**config.mk**
```make
export PLATFORM = sky130hd
export DESIGN_NAME = load_store_unit_flat
export DESIGN_NICKNAME = d
export VERILOG_FILES = /design/src/rtl/load_store_unit_if.sv /design/src/rtl/load_store_unit.sv /design/src/flat_wrapper.sv
export SDC_FILE = /design/constraint.sdc
export NUM_CORES = 1
export LEC_CHECK = 0
export BUFFER_PORTS_ARGS = -buffer_cell sky130_fd_sc_hd__clkbuf_2
export CAP_MARGIN = 40
export CORE_MARGIN = 1.5
export CORE_UTILIZATION = 47
export CTS_CLUSTER_SIZE = 25
export DETAILED_ROUTE_END_ITERATION = 7
export GPL_TIMING_DRIVEN = 1
export MAX_ROUTING_LAYER = met4
export PLACE_DENSITY = 0.73
export SYNTH_ARGS = -nofsm -noshare
export SYNTH_HDL_FRONTEND = slang
export SYNTH_SLANG_ARGS = --single-unit
```
**constraint.sdc**
```tcl
create_clock -name clk_i -period 2.4 [get_ports clk_i]
set_clock_uncertainty 0.15 [all_clocks]
set_input_delay 0.12 -clock clk_i [delete_from_list [all_inputs] [get_ports clk_i]]
set_output_delay 0.12 -clock clk_i [all_outputs]
set_load 0.1 [all_outputs]
```
**src/rtl/load_store_unit_if.sv**
```systemverilog
// rtl/load_store_unit_if.sv - request/response and data-memory signals of the load/store unit
interface load_store_unit_if;
    logic        req_valid;
    logic        req_ready;
    logic        req_we;
    logic [2:0]  req_funct3;
    logic [31:0] req_addr;
    logic [31:0] req_wdata;
    logic        resp_valid;
    logic        resp_ready;
    logic [31:0] resp_data;
    logic        resp_err;
    logic        mem_read;
    logic        mem_write;
    logic [31:0] mem_addr;
    logic [31:0] mem_wdata;
    logic [31:0] mem_rdata;

    // master: the load/store unit itself, initiator of the memory port
    modport master (
        input  req_valid, req_we, req_funct3, req_addr, req_wdata, resp_ready, mem_rdata,
        output req_ready, resp_valid, resp_data, resp_err,
        output mem_read, mem_write, mem_addr, mem_wdata
    );

    // slave: execute stage plus data memory
    modport slave (
        output req_valid, req_we, req_funct3, req_addr, req_wdata, resp_ready, mem_rdata,
        input  req_ready, resp_valid, resp_data, resp_err,
        input  mem_read, mem_write, mem_addr, mem_wdata
    );
endinterface

```
**src/rtl/load_store_unit.sv**
```systemverilog
// rtl/load_store_unit.sv - single-request load/store unit; sub-word stores via read-modify-write
// Optional build macro LSU_MISALIGN_TRAP_EN: misaligned halfword/word accesses become errors.
module load_store_unit #(
    parameter int MEM_WORDS = 64
) (
    input  logic                 clk_i,
    input  logic                 rst_ni,
    load_store_unit_if.master    bus
);

    localparam logic [1:0] S_IDLE  = 2'd0;
    localparam logic [1:0] S_READ  = 2'd1;
    localparam logic [1:0] S_WRITE = 2'd2;
    localparam logic [1:0] S_RESP  = 2'd3;

    localparam logic [31:0] MEM_WORDS_W = 32'(MEM_WORDS);

    logic [1:0]  state_q, state_d;
    logic        we_q, we_d;
    logic [2:0]  funct3_q, funct3_d;
    logic [31:0] addr_q, addr_d;
    logic [31:0] wdata_q, wdata_d;
    logic [31:0] word_q, word_d;
    logic [31:0] resp_data_q, resp_data_d;
    logic        err_q, err_d;

    logic        accept;
    logic [1:0]  req_size;
    logic        funct3_ok;
    logic        out_of_range;
    logic        dec_err;
    logic [31:0] dec_addr;
    logic [31:0] merged_word;

    function automatic logic [31:0] load_extend(input logic [31:0] w,
                                                input logic [1:0]  off,
                                                input logic [2:0]  f3);
        logic [7:0]  b;
        logic [15:0] h;
        logic [31:0] r;
        case (off)
            2'd0:    b = w[7:0];
            2'd1:    b = w[15:8];
            2'd2:    b = w[23:16];
            default: b = w[31:24];
        endcase
        h = off[1] ? w[31:16] : w[15:0];
        case (f3)
            3'd0:    r = {{24{b[7]}}, b};
            3'd1:    r = {{16{h[15]}}, h};
            3'd4:    r = {24'd0, b};
            3'd5:    r = {16'd0, h};
            default: r = w;
        endcase
        return r;
    endfunction

    function automatic logic [31:0] store_merge(input logic [31:0] w,
                                                input logic [15:0] d,
                                                input logic [1:0]  off,
                                                input logic        half);
        logic [31:0] r;
        r = w;
        if (half) begin
            if (off[1]) r[31:16] = d;
            else        r[15:0]  = d;
        end else begin
            case (off)
                2'd0:    r[7:0]   = d[7:0];
                2'd1:    r[15:8]  = d[7:0];
                2'd2:    r[23:16] = d[7:0];
                default: r[31:24] = d[7:0];
            endcase
        end
        return r;
    endfunction

    assign accept   = bus.req_valid && (state_q == S_IDLE);
    assign req_size = bus.req_funct3[1:0];

    always_comb begin
        funct3_ok = 1'b0;
        if (bus.req_we) begin
            funct3_ok = (bus.req_funct3 == 3'd0) || (bus.req_funct3 == 3'd1) ||
                        (bus.req_funct3 == 3'd2);
        end else begin
            funct3_ok = (bus.req_funct3 == 3'd0) || (bus.req_funct3 == 3'd1) ||
                        (bus.req_funct3 == 3'd2) || (bus.req_funct3 == 3'd4) ||
                        (bus.req_funct3 == 3'd5);
        end
    end

    assign out_of_range = {2'b00, bus.req_addr[31:2]} >= MEM_WORDS_W;

`ifdef LSU_MISALIGN_TRAP_EN
    logic misaligned;
    assign misaligned = ((req_size == 2'd1) && bus.req_addr[0]) ||
                        ((req_size == 2'd2) && (bus.req_addr[1:0] != 2'b00));
    assign dec_err    = !funct3_ok || out_of_range || misaligned;
    assign dec_addr   = bus.req_addr;
`else
    // Offset bits below the access size are dropped so the access lands on its natural boundary
    always_comb begin
        dec_addr = bus.req_addr;
        case (req_size)
            2'd1:    dec_addr = {bus.req_addr[31:1], 1'b0};
            2'd2:    dec_addr = {bus.req_addr[31:2], 2'b00};
            default: dec_addr = bus.req_addr;
        endcase
    end
    assign dec_err = !funct3_ok || out_of_range;
`endif

    assign merged_word = store_merge(word_q, wdata_q[15:0], addr_q[1:0], funct3_q[0]);

    always_comb begin
        state_d     = state_q;
        we_d        = we_q;
        funct3_d    = funct3_q;
        addr_d      = addr_q;
        wdata_d     = wdata_q;
        word_d      = word_q;
        resp_data_d = resp_data_q;
        err_d       = err_q;
        case (state_q)
            S_IDLE: begin
                if (accept) begin
                    we_d        = bus.req_we;
                    funct3_d    = bus.req_funct3;
                    addr_d      = dec_addr;
                    wdata_d     = bus.req_wdata;
                    resp_data_d = 32'd0;
                    err_d       = dec_err;
                    if (dec_err)
                        state_d = S_RESP;
                    else if (bus.req_we && (req_size == 2'd2))
                        state_d = S_WRITE;
                    else
                        state_d = S_READ;
                end
            end
            S_READ: begin
                if (we_q) begin
                    word_d  = bus.mem_rdata;
                    state_d = S_WRITE;
                end else begin
                    resp_data_d = load_extend(bus.mem_rdata, addr_q[1:0], funct3_q);
                    state_d     = S_RESP;
                end
            end
            S_WRITE: begin
                state_d = S_RESP;
            end
            default: begin
                if (bus.resp_ready) state_d = S_IDLE;
            end
        endcase
    end

    always_ff @(posedge clk_i or negedge rst_ni) begin
        if (!rst_ni) begin
            state_q     <= S_IDLE;
            we_q        <= 1'b0;
            funct3_q    <= 3'd0;
            addr_q      <= 32'd0;
            wdata_q     <= 32'd0;
            word_q      <= 32'd0;
            resp_data_q <= 32'd0;
            err_q       <= 1'b0;
        end else begin
            state_q     <= state_d;
            we_q        <= we_d;
            funct3_q    <= funct3_d;
            addr_q      <= addr_d;
            wdata_q     <= wdata_d;
            word_q      <= word_d;
            resp_data_q <= resp_data_d;
            err_q       <= err_d;
        end
    end

    // Strobes decode straight from state so an asynchronous reset kills them within the cycle
    assign bus.req_ready  = (state_q == S_IDLE);
    assign bus.resp_valid = (state_q == S_RESP);
    assign bus.resp_err   = (state_q == S_RESP) && err_q;
    assign bus.resp_data  = (state_q == S_RESP) ? resp_data_q : 32'd0;
    assign bus.mem_read   = (state_q == S_READ);
    assign bus.mem_write  = (state_q == S_WRITE);
    assign bus.mem_addr   = ((state_q == S_READ) || (state_q == S_WRITE)) ?
                            {2'b00, addr_q[31:2]} : 32'd0;
    assign bus.mem_wdata  = (state_q != S_WRITE)   ? 32'd0 :
                            (funct3_q[1:0] == 2'd2) ? wdata_q : merged_word;

endmodule

```
**src/flat_wrapper.sv**
```systemverilog
// flat-port wrapper written by rule: the top's interface ports become plain ports
module load_store_unit_flat 
#(
    parameter int MEM_WORDS = 64
)
  (clk_i, rst_ni, bus_req_valid, bus_req_we, bus_req_funct3, bus_req_addr, bus_req_wdata, bus_resp_ready, bus_mem_rdata, bus_req_ready, bus_resp_valid, bus_resp_data, bus_resp_err, bus_mem_read, bus_mem_write, bus_mem_addr, bus_mem_wdata);
  load_store_unit_if bus_i ();
  input  logic clk_i;
  input  logic rst_ni;
  input wire logic [$bits(bus_i.req_valid)-1:0] bus_req_valid;
  input wire logic [$bits(bus_i.req_we)-1:0] bus_req_we;
  input wire logic [$bits(bus_i.req_funct3)-1:0] bus_req_funct3;
  input wire logic [$bits(bus_i.req_addr)-1:0] bus_req_addr;
  input wire logic [$bits(bus_i.req_wdata)-1:0] bus_req_wdata;
  input wire logic [$bits(bus_i.resp_ready)-1:0] bus_resp_ready;
  input wire logic [$bits(bus_i.mem_rdata)-1:0] bus_mem_rdata;
  output wire logic [$bits(bus_i.req_ready)-1:0] bus_req_ready;
  output wire logic [$bits(bus_i.resp_valid)-1:0] bus_resp_valid;
  output wire logic [$bits(bus_i.resp_data)-1:0] bus_resp_data;
  output wire logic [$bits(bus_i.resp_err)-1:0] bus_resp_err;
  output wire logic [$bits(bus_i.mem_read)-1:0] bus_mem_read;
  output wire logic [$bits(bus_i.mem_write)-1:0] bus_mem_write;
  output wire logic [$bits(bus_i.mem_addr)-1:0] bus_mem_addr;
  output wire logic [$bits(bus_i.mem_wdata)-1:0] bus_mem_wdata;
  assign bus_i.req_valid = bus_req_valid;
  assign bus_i.req_we = bus_req_we;
  assign bus_i.req_funct3 = bus_req_funct3;
  assign bus_i.req_addr = bus_req_addr;
  assign bus_i.req_wdata = bus_req_wdata;
  assign bus_i.resp_ready = bus_resp_ready;
  assign bus_i.mem_rdata = bus_mem_rdata;
  assign bus_req_ready = bus_i.req_ready;
  assign bus_resp_valid = bus_i.resp_valid;
  assign bus_resp_data = bus_i.resp_data;
  assign bus_resp_err = bus_i.resp_err;
  assign bus_mem_read = bus_i.mem_read;
  assign bus_mem_write = bus_i.mem_write;
  assign bus_mem_addr = bus_i.mem_addr;
  assign bus_mem_wdata = bus_i.mem_wdata;
  load_store_unit #(.MEM_WORDS(MEM_WORDS)) u_core (.clk_i(clk_i), .rst_ni(rst_ni), .bus(bus_i));
endmodule
```
==> reports/summary.txt, run 1 <==
Layout cells sized above 1: 45.9%
Worst hold path depth: 4
Die width: 130 µm
Core Region: 15800 µm²
Crit-path max cell delay: 0.47 ns
Root Buffer: clkbuf_16
Sink Count: 135
Worst r2r dst: u_core.resp_data_q[9]
Detailed placement HPWL: 15700 µm
Post-route cell area: 11400 µm²
Htree depth: 4
Critical Path AT: 2.12 ns
Worst setup margin: 0.0120 ns
Headroom to the max-slew limit: 58.4%
Clock transition at path regs: 0.06 ns
Reg2reg setup slack: 0.34 ns
Final Hold Slack: 0.0598 ns
Final setup fails: 0
Most frequent cell after synthesis: dfrtp_1
Setup WS pre-CTS: 0.284 ns
Final setup TNS: 0 ns
Count of buffer and inverter cells on the critical path: 2
Deepest clock path buffer count: 2
Drt first-iter violations: 519
Worst Hold End: u_core.state_q[0]
Top cell type's share of synthesized area: 44.4%
F_max: 419 MHz
Clk_lat worst skew: 0.43 ns
Status: finished clean
Number of vias per cell: 5.57
Post-Syn Area: 7610 µm²
Top cells by area, synth: dfrtp_1, mux2_2, mux2i_1
Inserted Clock Buffers: 17
Die Y: 130 µm
CP Data Required Time: 2.13 ns
Asr flop ratio synth: 100%
Actual slew at the worst max-slew pin: 0.619 ns
Avg Inst Size Synth: 11.0 µm²
Gr usage total: 28.5%
Layout Nets: 1091
FP Rows: 46
Die area: 17000 µm²
Fin crit share: 99.5%
Vias: 6730
# DRC: 0
Largest delay contributor family on the critical path: compound AO/OA/AOI/OAI gates
Crit end category: primary output
Hold path startpoint: bus_resp_ready
Dpl cell area: 9680 µm²
Final Max Tran Viols: 0
Reg2Reg Depth: 5
Predominant post-synthesis flop cell: dfrtp_1
Crit path launch type: register
Final wirelength: 23300 µm
Hold WC Path Type: in -> reg
FF-to-FF Start: u_core.addr_q[1]
CP cell instances: buf_6 > nand2_4 > mux2i_1 > o21ai_0 > o21a_2 > buf_12
Slowest cell on the critical path: dfrtp_2
Crit path kind: reg -> out
Synth area leader: dfrtp_1
Gpl congestion: 0.875
CTS tree: yes
Top cells by count, synth: dfrtp_1, mux2_2, mux2i_1
Clock period minus worst slack: 2.39 ns
Fin. Hold Viols: 0
Worst Setup SP: u_core.addr_q[1]
Vias in the first global route: 6487
Initial core utilization: 48.1%
Post-Synthesis Cells: 689
Grt total ovfl: 0
First-pass detailed-route iteration total: 5
Seq cells post-synth: 135
IO Port Bufs: 202
Remaining antenna violation count: 0
Sequential area share after synthesis: 44.4%
Largest net degree at the start of global routing: 77
Max Cap Viol: 0
Num ports: 205
Warnings, synthesis: 0
Area grow syn2layout: 49.9%
CP max FO: 14
Diode count: 0
Initial antenna violation count: 0
Number of synthesized flops with an enable pin: 0
First-pass GRT wire length: 35200 µm
DR WL/cell: 19.3 µm
Cell variety after synth: 49
## worst max-delay path by stage
stage / endpoint / slack, ns / depth (start not counted)
after global placement: u_core.resp_data_q[14] / 0.30 / 6
after global routing: bus_mem_wdata[30] / -0.08 / 6
after CTS: bus_resp_data[15] / 0.02 / 3
after floorplan: bus_mem_wdata[10] / -0.16 / 5
final: bus_mem_wdata[30] / 0.01 / 6
after detailed placement: bus_mem_wdata[31] / 0.28 / 6
## registers in the layout, indices dropped and copies added (netlist names)
signal and cells:
u_core.resp_data_q 32, u_core.word_q 32, u_core.addr_q 32, u_core.err_q 1, u_core.funct3_q 3, u_core.state_q 2, u_core.wdata_q 32, u_core.we_q 1
## logic make-up after synthesis
kind of cell               count (synthesis)  share of synthesized area (%)
adders and majority gates                  7                           1.15
buffers and inverters                     63                           4.18
DFF                                      135                           44.4
and+or+nand+nor                          169                           12.7
AOI/OAI and AO/OA                        153                           14.7
muxes                                    161                           22.9
other                                      1                         0.0493
## per-stage QoR
| step | std cells | utilization (%) |
|---|---|---|
| floorplan | 690 | - |
| global placement | 1073 | 61.1 |
| detailed placement | 1074 | 61.1 |
| CTS | 1208 | 71.7 |
| global route | 1208 | 72.0 |
| finish | 1208 | 72.0 |
## worst register-to-register path, stage by stage, from the launching register on
cell,delay [ns]
dfrtp_2,0.48
buf_4,0.18
mux2_4,0.33
a32oi_2,0.36
o21ai_0,0.18
a32o_1,0.27
## area by class of cell
class	instances	area, µm²
clock buffers	18	439
clock inverters	13	195
fillers	1081	4430
inverters	8	30.0
multi-input cells	492	4240
flip-flops and latches	135	3380
well taps	216	270
repair buffers	326	2840
## timing repair
| action | 4_1_cts | 5_1_grt |
|---|---|---|
| setup buffers | 2 | 0 |
| endpoints found under the setup margin | 62 | 65 |
| endpoints found under the hold margin | 193 | 0 |
| gates resized for setup | 5 | 12 |
| hold buffers | 101 | 0 |
## per-layer routing
layer / up-vias / global-route usage [%] / wire [µm]
met1: 3342 / 36.5 / 10100
met4: 0 / 11.6 / 714
met2: 268 / 44.3 / 11200
met5: - / - / 0
li1: 3071 / - / -
met3: 49 / 5.62 / 1300
## layout by cell type (no fill, tap or decap), drive strengths merged, types with 2 or more instances in the layout
cell,synthesis,layout
a222oi,3,3
o21ai,48,48
a211oi,7,7
ha,7,7
bufinv,0,4
buf,25,86
a22o,21,21
conb,1,2
a32oi,4,4
o221ai,3,3
inv,8,11
mux2i,64,64
o22ai,2,2
a32o,8,8
nand2,32,32
nor2b,17,17
nand2b,30,30
dfrtp,135,135
and2,63,63
a21oi,20,20
nor2,12,12
clkbuf,30,157
clkinvlp,0,3
a221oi,13,13
o211ai,3,3
mux2,97,97
nor4,8,8
o21a,16,16
nor3,2,2
dlygate4sd3,0,101
clkinv,0,3
Power of run 1 is left out: the tool's default activity adds up to more than one toggle a clock period on the data nets, which glitch-free logic cannot reach.
==> inputs of run 2 (changes only) <==
--- a/config.mk
+++ b/config.mk
@@ -13,7 +13,7 @@
 export DETAILED_ROUTE_END_ITERATION = 7
 export GPL_TIMING_DRIVEN = 1
 export MAX_ROUTING_LAYER = met4
-export PLACE_DENSITY = 0.73
+export PLACE_DENSITY = 0.84
 export SYNTH_ARGS = -nofsm -noshare
 export SYNTH_HDL_FRONTEND = slang
 export SYNTH_SLANG_ARGS = --single-unit
==> run 2 against run 1 <==
Via count rose by 3.4%. Die area did not move. Critical endpoint is now bus_mem_wdata[26]. Sequential share of layout area fell by 0.38 points. Worst hold slack got worse by 0.014 ns. Register-to-register slack got worse by 0.23 ns. Global-route usage rose by 2.6 points.
==> reports/summary.txt, run 2 (same netlist as run 1, synthesis figures left out) <==
Status: finished clean
Max Cap Viol: 0 (unchanged)
CP Depth: 6 (unchanged)
Num ports: 205 (unchanged)
Worst Setup SP: u_core.addr_q[1]
Crit-path max cell delay: 0.53 ns (+0.06 ns)
Filler Cell Count: 993 (-8.1%)
DR WL/cell: 20.9 µm (+8.2%)
Detailed placement HPWL: 16200 µm (+3.4%)
Core Region: 15800 µm² (unchanged)
Layout Nets: 1088 (-0.27%)
Sink Count: 135 (unchanged)
Clock period minus worst slack: 2.38 ns (-0.00886 ns)
Actual slew at the worst max-slew pin: 0.620 ns (+0.000876 ns)
Deepest clock path buffer count: 2 (unchanged)
Worst r2r dst: u_core.state_q[1]
Vias: 6961 (+3.4%)
Reg2Reg Depth: 8 (+3)
Gpl congestion: 0.886 (+1.2%)
Layout cells sized above 1: 45.5% (-0.41 points)
Fin crit share: 99.1% (-0.37 points)
CP cell instances: buf_4 > nand2_4 > mux2i_2 > o21ai_0 > o21a_2 > buf_12
F_max: 420 MHz (+0.37%)
Clk_lat worst skew: 0.42 ns (about the same)
Gr usage total: 31.1% (+2.6 points)
Non-filler instance count after layout: 1206 (-0.17%)
Root Buffer: clkbuf_16
Hold WC Path Type: in -> async
Count of buffer and inverter cells on the critical path: 2 (unchanged)
Drt first-iter violations: 792 (+53%)
Die area: 17000 µm² (unchanged)
Fin. Hold Viols: 0 (unchanged)
Post-route cell area: 11600 µm² (+1.3%)
Post-Place Cells: 1068 (-0.56%)
Initial core utilization: 48.1% (unchanged)
Remaining antenna violation count: 0 (unchanged)
Commonest non-fill, non-tap cell in the layout: clkbuf_2
Vias in the first global route: 7159 (+10%)
Inserted Clock Buffers: 17 (unchanged)
Crit path launch type: register
Final wirelength: 25200 µm (+8.0%)
Most frequent cells in the layout: clkbuf_2, dfrtp_1, dlygate4sd3_1
First-pass GRT wire length: 38600 µm (+9.6%)
Clock transition at path regs: 0.06 ns (about the same)
CP Data Required Time: 2.13 ns (about the same)
RSZ-0062 raised after global routing: true
Crit path capture: bus_mem_wdata[26]
Largest net degree at the start of global routing: 77 (unchanged)
FF-to-FF Start: u_core.state_q[1]
Diode count: 0 (unchanged)
Headroom to the max-slew limit: 58.3% (-0.059 points)
Largest delay contributor family on the critical path: flip-flops
FP Rows: 46 (unchanged)
Final Max Tran Viols: 0 (unchanged)
CP max FO: 8 (-6)
Slowest cell on the critical path: dfrtp_4
Final Hold Slack: 0.0463 ns (-0.0136 ns)
Htree depth: 4 (unchanged)
CTS tree: yes
Die Y: 130 µm (unchanged)
Critical Path AT: 2.11 ns (about the same)
IO Port Bufs: 202 (unchanged)
Reg2reg setup slack: 0.11 ns (-0.23 ns)
Crit path kind: reg -> out
Initial antenna violation count: 0 (unchanged)
Grt total ovfl: 0 (unchanged)
# DRC: 0 (unchanged)
Crit end category: primary output
First-pass detailed-route iteration total: 6 (+1)
Final setup fails: 0 (unchanged)
Number of vias per cell: 5.77 (+3.6%)
Die width: 130 µm (unchanged)
Dpl cell area: 9790 µm² (+1.2%)
Area grow syn2layout: 51.8%
==> run 2: changes by cell type in the layout (fill, tap and decap cells not counted), sizes merged <==
cell / delta
buf: -5
clkbuf: +4
clkinv: +3
inv: -3
bufinv: -2
dlygate4sd3: +1
==> run 2: stage by stage <==
| step | setup WS [ns] | TNS (ns) | util, % |
|---|---|---|---|
| final | 0.0208 | 0 | 73.0 |
| after global routing | -0.0288 | -0.0513 | 73.0 |
| after CTS | 0.0304 | 0 | 72.4 |
| after detailed placement | 0.246 | 0 | 61.9 |
| after global placement | 0.231 | 0 | 61.8 |
| after floorplan | -0.164 | -7.07 | - |
==> run 2: how the worst min path moves through the flow <==
stage	from	end	slack [ns]	cells after the start
2_1_floorplan	rst_ni	u_core.addr_q[0]	-0.33	0
3_3_place_gp	rst_ni	u_core.addr_q[14]	-0.08	1
3_5_place_dp	rst_ni	u_core.addr_q[14]	-0.08	1
4_1_cts	bus_resp_ready	u_core.state_q[0]	0.05	4
5_1_grt	rst_ni	u_core.addr_q[14]	0.09	2
6_report	rst_ni	u_core.addr_q[14]	0.05	2
==> run 2: layer usage <==
layer,up-vias,GRT usage [%],share of wire (%)
met5,-,-,0
met3,100,6.56,7.4
met2,385,48.3,48
li1,3069,-,-
met1,3407,38.6,40
met4,0,15.5,4.9
==> run 2: timing repair <==
action	4_1_cts	5_1_grt
pin swaps	0	1
gates cloned	0	1
gates resized for setup	8	17
hold buffers	102	0
hold endpoints to repair	261	0
buffers inserted	3	0
setup endpoints to repair	59	40
==> run 2: final cells by class <==
cell class / instances / area (µm²) / share of cell area, %
flip-flops and latches: 135 / 3380 / 29.3
repair buffers: 323 / 3010 / 26.0
multi-input cells: 492 / 4270 / 36.9
well taps: 216 / 270 / 2.34
clock buffers: 21 / 470 / 4.07
inverters: 8 / 30.0 / 0.260
clock inverters: 11 / 124 / 1.07
Power of run 2 is left out for the same reason.
